[src/rtl/matrix_scan_decoder_pkg.sv]
// Shared constants, types and helpers for the LED-matrix scan decoder.
package matrix_scan_decoder_pkg;

  localparam int unsigned N_ROWS = 6;
  localparam int unsigned N_COLS = 6;
  localparam int unsigned N_PIX  = N_ROWS * N_COLS;
  localparam int unsigned IDX_W  = $clog2(N_ROWS);
  localparam int unsigned CNT_W  = $clog2(N_ROWS + 1);

  typedef enum logic [1:0] {
    IDLE  = 2'd0,
    DWELL = 2'd1,
    HELD  = 2'd2
  } scan_state_t;

  typedef logic [N_COLS-1:0] line_t;
  typedef logic [N_PIX-1:0]  frame_t;

  // One synchronised sample of the scan bus
  typedef struct packed {
    logic [N_ROWS-1:0] row;
    line_t             col;
  } scan_t;

  function automatic int unsigned pix_idx(input int unsigned r, input int unsigned c);
    return r * N_COLS + c;
  endfunction

endpackage

[src/rtl/matrix_scan_decoder_if.sv]
// Scan inputs and rebuilt-frame outputs of the matrix scan decoder.
interface matrix_scan_decoder_if;
  import matrix_scan_decoder_pkg::*;

  logic [N_ROWS-1:0] row;
  line_t             col;
  frame_t            frame;
  logic              frame_valid;
  logic [IDX_W-1:0]  row_idx;
  logic              scan_err;
  logic              scan_idle;

  modport master (
    output row, col,
    input  frame, frame_valid, row_idx, scan_err, scan_idle
  );

  modport slave (
    input  row, col,
    output frame, frame_valid, row_idx, scan_err, scan_idle
  );

endinterface

[src/rtl/matrix_row_sync.sv]
// Synchronises row/col and classifies the synchronised row as one-hot or multi-hot,
// with the index of the set bit.
module matrix_row_sync
  import matrix_scan_decoder_pkg::*;
#(
  parameter int unsigned SYNC_STAGES = 2
) (
  input  logic              clk,
  input  logic              rst,
  input  logic [N_ROWS-1:0] row,
  input  line_t             col,
  output scan_t             sample,
  output logic              onehot_c,
  output logic              multi_c,
  output logic [IDX_W-1:0]  idx_c
);

  scan_t [SYNC_STAGES-1:0] pipe;
  logic  [CNT_W-1:0]       ones_c;

  always_ff @(posedge clk) begin
    if (rst) begin
      pipe <= '0;
    end else begin
      pipe[0] <= '{row: row, col: col};
      for (int i = 1; i < int'(SYNC_STAGES); i++) begin
        pipe[i] <= pipe[i-1];
      end
    end
  end

  assign sample = pipe[SYNC_STAGES-1];

  // Population count and encoder; idx is only meaningful when one-hot
  always_comb begin
    ones_c = '0;
    idx_c  = '0;
    for (int i = 0; i < int'(N_ROWS); i++) begin
      if (sample.row[i]) begin
        ones_c = ones_c + CNT_W'(1);
        idx_c  = IDX_W'(i);
      end
    end
    onehot_c = (ones_c == CNT_W'(1));
    multi_c  = (ones_c > CNT_W'(1));
  end

endmodule

[src/rtl/matrix_scan_decoder.sv]
// Rebuilds 6x6 LED-matrix frames from the multiplexed row/col scan and strobes each
// completed frame; flags multi-hot rows and a stalled scan.
module matrix_scan_decoder
  import matrix_scan_decoder_pkg::*;
#(
  parameter int unsigned SYNC_STAGES    = 2,
  parameter int unsigned MIN_DWELL      = 16,
  parameter int unsigned TIMEOUT        = 24000,
  parameter bit          COL_ACTIVE_LOW = 1'b1
) (
  input logic                  clk,
  input logic                  rst,
  matrix_scan_decoder_if.slave scan
);

  localparam int unsigned DWELL_W = $clog2(MIN_DWELL + 1);
  localparam int unsigned IDLE_W  = $clog2(TIMEOUT + 1);

  scan_t            sample;
  logic             onehot_c;
  logic             multi_c;
  logic [IDX_W-1:0] idx_c;

  matrix_row_sync #(
    .SYNC_STAGES(SYNC_STAGES)
  ) u_sync (
    .clk      (clk),
    .rst      (rst),
    .row      (scan.row),
    .col      (scan.col),
    .sample   (sample),
    .onehot_c (onehot_c),
    .multi_c  (multi_c),
    .idx_c    (idx_c)
  );

  scan_state_t         state_q, state_d;
  logic [DWELL_W-1:0]  dwell_q, dwell_d;
  logic [IDX_W-1:0]    row_idx_q, row_idx_d;
  line_t [N_ROWS-1:0]  lines_q, lines_d;
  logic [N_ROWS-1:0]   mask_q, mask_d;
  logic [IDLE_W-1:0]   idle_q, idle_d;
  frame_t              frame_q, frame_d;
  logic                frame_valid_q, frame_valid_d;
  logic                scan_err_q;
  logic                scan_idle_q;
  logic                capture_c;
  logic                same_row_c;
  line_t               pix_c;

  assign pix_c      = sample.col ^ {N_COLS{COL_ACTIVE_LOW}};
  assign same_row_c = onehot_c && (idx_c == row_idx_q);

  always_ff @(posedge clk) begin
    if (rst) begin
      state_q       <= IDLE;
      dwell_q       <= '0;
      row_idx_q     <= '0;
      lines_q       <= '0;
      mask_q        <= '0;
      idle_q        <= '0;
      frame_q       <= '0;
      frame_valid_q <= 1'b0;
      scan_err_q    <= 1'b0;
      scan_idle_q   <= 1'b0;
    end else begin
      state_q       <= state_d;
      dwell_q       <= dwell_d;
      row_idx_q     <= row_idx_d;
      lines_q       <= lines_d;
      mask_q        <= mask_d;
      idle_q        <= idle_d;
      frame_q       <= frame_d;
      frame_valid_q <= frame_valid_d;
      scan_err_q    <= scan_err_q | multi_c;
      scan_idle_q   <= (idle_d == IDLE_W'(TIMEOUT));
    end
  end

  // Dwell FSM: a row is captured once it has been stable for MIN_DWELL samples
  always_comb begin
    state_d   = state_q;
    dwell_d   = dwell_q;
    row_idx_d = row_idx_q;
    capture_c = 1'b0;
    unique case (state_q)
      IDLE: begin
        if (onehot_c) begin
          state_d   = DWELL;
          dwell_d   = DWELL_W'(1);
          row_idx_d = idx_c;
        end
      end
      DWELL: begin
        if (same_row_c) begin
          if (dwell_q < DWELL_W'(MIN_DWELL)) dwell_d = dwell_q + DWELL_W'(1);
          if (dwell_q >= DWELL_W'(MIN_DWELL - 1)) begin
            capture_c = 1'b1;
            state_d   = HELD;
          end
        end else if (onehot_c) begin
          dwell_d   = DWELL_W'(1);
          row_idx_d = idx_c;
        end else begin
          state_d = IDLE;
          dwell_d = '0;
        end
      end
      HELD: begin
        if (same_row_c) begin
          state_d = HELD;
        end else if (onehot_c) begin
          state_d   = DWELL;
          dwell_d   = DWELL_W'(1);
          row_idx_d = idx_c;
        end else begin
          state_d = IDLE;
          dwell_d = '0;
        end
      end
      default: begin
        state_d = IDLE;
        dwell_d = '0;
      end
    endcase
  end

  // Line buffer and frame assembly; the completing line is folded into the frame directly
  always_comb begin
    lines_d       = lines_q;
    mask_d        = mask_q;
    frame_d       = frame_q;
    frame_valid_d = 1'b0;
    if (capture_c) begin
      lines_d[row_idx_q] = pix_c;
      mask_d[row_idx_q]  = 1'b1;
      if (&mask_d) begin
        for (int r = 0; r < int'(N_ROWS); r++) begin
          for (int c = 0; c < int'(N_COLS); c++) begin
            frame_d[pix_idx(r, c)] = lines_d[r][c];
          end
        end
        frame_valid_d = 1'b1;
        mask_d        = '0;
      end
    end
  end

  // Saturating time-since-capture counter; a capture always restarts it
  always_comb begin
    if (capture_c) begin
      idle_d = '0;
    end else if (idle_q == IDLE_W'(TIMEOUT)) begin
      idle_d = idle_q;
    end else begin
      idle_d = idle_q + IDLE_W'(1);
    end
  end

  assign scan.frame       = frame_q;
  assign scan.frame_valid = frame_valid_q;
  assign scan.row_idx     = row_idx_q;
  assign scan.scan_err    = scan_err_q;
  assign scan.scan_idle   = scan_idle_q;

endmodule

[src/flat_wrapper.sv]
// flat-port wrapper written by rule: the top's interface ports become plain ports
module matrix_scan_decoder_flat import matrix_scan_decoder_pkg::*;
#(
  parameter int unsigned SYNC_STAGES    = 2,
  parameter int unsigned MIN_DWELL      = 16,
  parameter int unsigned TIMEOUT        = 24000,
  parameter bit          COL_ACTIVE_LOW = 1'b1
)
  (clk, rst, scan_row, scan_col, scan_frame, scan_frame_valid, scan_row_idx, scan_scan_err, scan_scan_idle);
  matrix_scan_decoder_if scan_i ();
  input logic clk;
  input logic rst;
  input wire logic [$bits(scan_i.row)-1:0] scan_row;
  input wire logic [$bits(scan_i.col)-1:0] scan_col;
  output wire logic [$bits(scan_i.frame)-1:0] scan_frame;
  output wire logic [$bits(scan_i.frame_valid)-1:0] scan_frame_valid;
  output wire logic [$bits(scan_i.row_idx)-1:0] scan_row_idx;
  output wire logic [$bits(scan_i.scan_err)-1:0] scan_scan_err;
  output wire logic [$bits(scan_i.scan_idle)-1:0] scan_scan_idle;
  assign scan_i.row = scan_row;
  assign scan_i.col = scan_col;
  assign scan_frame = scan_i.frame;
  assign scan_frame_valid = scan_i.frame_valid;
  assign scan_row_idx = scan_i.row_idx;
  assign scan_scan_err = scan_i.scan_err;
  assign scan_scan_idle = scan_i.scan_idle;
  matrix_scan_decoder #(.SYNC_STAGES(SYNC_STAGES), .MIN_DWELL(MIN_DWELL), .TIMEOUT(TIMEOUT), .COL_ACTIVE_LOW(COL_ACTIVE_LOW)) u_core (.clk(clk), .rst(rst), .scan(scan_i));
endmodule
[config.mk]
export PLATFORM = sky130hd
export DESIGN_NAME = matrix_scan_decoder_flat
export DESIGN_NICKNAME = d
export VERILOG_FILES = /design/src/rtl/matrix_scan_decoder_pkg.sv /design/src/rtl/matrix_scan_decoder_if.sv /design/src/rtl/matrix_row_sync.sv /design/src/rtl/matrix_scan_decoder.sv /design/src/flat_wrapper.sv
export SDC_FILE = /design/constraint.sdc
export NUM_CORES = 1
export LEC_CHECK = 0
export ABC_AREA = 0
export CORE_MARGIN = 10
export CORE_UTILIZATION = 43
export CTS_CLUSTER_SIZE = 40
export DETAILED_ROUTE_END_ITERATION = 6
export GPL_ROUTABILITY_DRIVEN = 0
export PLACE_DENSITY_LB_ADDON = 0.12
export SYNTH_ARGS = -nofsm -noshare
export SYNTH_HDL_FRONTEND = slang
export SYNTH_HIERARCHICAL = 1
export SYNTH_SLANG_ARGS = --single-unit
[constraint.sdc]
create_clock -name clk -period 9.9 [get_ports clk]
set_input_delay 1.485 -clock clk [delete_from_list [all_inputs] [get_ports clk]]
set_output_delay 1.485 -clock clk [all_outputs]
set_load 0.02 [all_outputs]
==> key figures <==
Global routing
  – Total track usage: between 15 and 20%
  – First-pass GRT wire length: ~24 mm
  – Pin count of the biggest net entering global routing: 64
  – Number of global-route vias before repair: approximately 4.8k
  – Initial antenna violation count: 0
  – Total gr overflow: 0

Cells and area
  – Post-Layout Cell Count: just under 900
  – Diode count: 0
  – Share of layout cells above drive strength 1: approximately 8%
  – Util after Layout: between 50% and 60%
  – # nets final: roughly 730
  – Area Growth Syn to Fin: 19.0%

Worst setup path
  – Slowest cell on the critical path: nand2_1
  – Required time of the critical path: 10.17 ns
  – Crit end category: flip-flop
  – Slowest stage delay, CP: about 0.77 ns
  – CP Data Arrival Time: ~5.2 ns
  – Worst-path cell chain: ha_1 -> nor2b_1 -> or2_1 -> ha_1 -> or2b_1 -> o21a_1 -> ha_1 -> nand2_1 -> nand2_1 -> ha_1 -> nor2b_1 -> nand2b_1 -> a21oi_1 -> nand2_1 -> nor4_4 -> nand2_1 -> o21ai_0 -> a21oi_1
  – Worst-path fanout max: 38
  – Worst setup path class: reg -> reg
  – CP top delay family: simple AND/OR/NAND/NOR gates
  – Setup crit start kind: flip-flop
  – CP Buf/Inv Count: 0

Clocking
  – H-tree depth: 4
  – CTS clk-pin slew, worst paths: ~0.05 ns
  – # resized after CTS: 0
  – Num CTS Buffers: 17
  – Root Driver: clkbuf_16
  – CTS Sinks: 130
  – Clock latency on the worst-skew pair: approximately 0.42 ns
  – Hold_buf cts: 0
  – Post-CTS setup buffer count: 0
  – CTS tree: built
  – Max Root-Sink Buffers: 2

Place
  – Final HPWL DP: between 9 and 10 mm
  – Port buffer count: 55
  – Dpl cells: about 860

Timing
  – RSZ-0062 raised after global routing: no
  – Worst clock skew: around 0.0095 ns
  – Pins Over Slew Limit: 0
  – Final hold vios: 0
  – TNS Setup: 0 ns
  – Worst slew pin tran: 1.09 ns
  – Worst relative slew slack: a little over a quarter
  – Fin crit share: between 50% and 60%
  – Final setup fails: 0
  – Tmin final: 4.97 ns
  – Fmax: 201 MHz

Yosys
  – Warnings, synthesis: 6
  – Post-Syn Instances: 682
  – Post-Syn Area: approximately 6000 µm²
  – Synthesized net count: 709
  – Average cell area after synthesis: about 8.7 µm²

Floorplanning
  – DIE HEIGHT: approximately 140 µm
  – Die width: about 140 µm
  – Total die area: between 15000 and 20000 µm²
  – Core Rows: 42
  – Starting Density: between 40% and 50%
  – I/O pin count: 56
  – Core area: ~13000 µm²

Power and ir drop
  – Final Power: roughly 1.3 mW
  – IR drop worst, VDD: between 0.1 and 0.15 mV
  – Power Dens Cells: 181 nW/µm²
  – P_leak: about 2.4 nW

Detailed routing
  – Post-DR wirelength/cell: approximately 16 µm
  – Initial DRC count: about 350
  – Antenna violation net count after detailed routing: 0
  – WL final: 14.0 mm
  – # DRC: 0
  – Drt first pass iters: 4
  – Vias after detailed routing: roughly 4.9k
  – Vias per inst: 5.48

Flow run
  – # Max-Cap Violations: 0

Status
  – Status: completed

Min path
  – Hold WC Path Type: reg -> reg
-- path summary, 6_finish.rpt --
check	cells after the start	startpoint	end	slack, ns
worst max-delay path	18	u_core/u_sync/sample[6]	u_core/scan.frame[20]	4.93
worst min-delay path	1	u_core/u_sync/pipe[6]	u_core/u_sync/sample[6]	0.43
worst max register to register	18	u_core/u_sync/sample[6]	u_core/scan.frame[20]	4.93
worst min register to register	1	u_core/u_sync/pipe[6]	u_core/u_sync/sample[6]	0.43
-- where the power goes --
part / switching [mW] / internal (mW) / total, mW
Combinational: 0.0624 / 0.0417 / 0.104
Clock: 0.223 / 0.402 / 0.625
Sequential: 0.0174 / 0.534 / 0.552
-- cells in the final DEF, fill, tap and decap left out, types with 10 or more instances in the layout --
| cell | instances |
|---|---|
| dfxtp_1 | 130 |
| nor2_1 | 64 |
| nand2_1 | 56 |
| o21ai_0 | 55 |
| clkdlybuf4s50_1 | 54 |
| a21oi_1 | 52 |
| a211oi_1 | 36 |
| nor2b_1 | 28 |
| o2111ai_1 | 25 |
| nand3_1 | 21 |
| clkbuf_16 | 17 |
| inv_1 | 13 |
| xor2_1 | 13 |
| ha_1 | 13 |
| xnor2_1 | 10 |
-- routing by layer --
metal  part of all wire (%)  track usage (%)  wire [µm]  vias to the layer above
met1                     46             19.0       6460                     2301
met2                     47             24.6       6530                       88
met4                    1.5             5.15        213                        0
met3                    5.6             4.62        776                       20
li1                       -                -          -                     2478
met5                      0                0          0                        -
-- area by class of cell --
| class | instances | area (µm²) |
|---|---|---|
| Inverter | 14 | 52.6 |
| Timing Repair Buffer | 61 | 593 |
| Sequential cell | 130 | 2600 |
| Fill cell | 1262 | 6340 |
| Multi-Input combinational cell | 480 | 3000 |
| Clock buffer | 23 | 498 |
| Tap cell | 176 | 220 |
| Clock inverter | 8 | 101 |
-- metrics by stage --
step           instance area [µm²]  worst slack, ns  hold slack, ns
3_3_place_gp                  6460             5.13           0.419
3_5_place_dp                  6460             4.87           0.420
4_1_cts                       7060             4.86           0.430
6_report                      7060             4.93           0.431
2_1_floorplan                 5940             5.98           0.414
5_1_grt                       7060             4.28           0.458
-- registers in the layout, indices dropped and copies added, names as in the netlist --
signal,count
u_core/idle_q,15
u_core/u_sync/sample,12
u_core/scan.frame_valid,1
u_core/u_sync/pipe,12
u_core/scan.scan_idle,1
u_core/state_q,2
u_core/mask_q,6
u_core/scan.scan_err,1
u_core/scan.frame,36
u_core/dwell_q,5
u_core/lines_q,36
u_core/scan.row_idx,3
(Power assumes the default switching activity.)
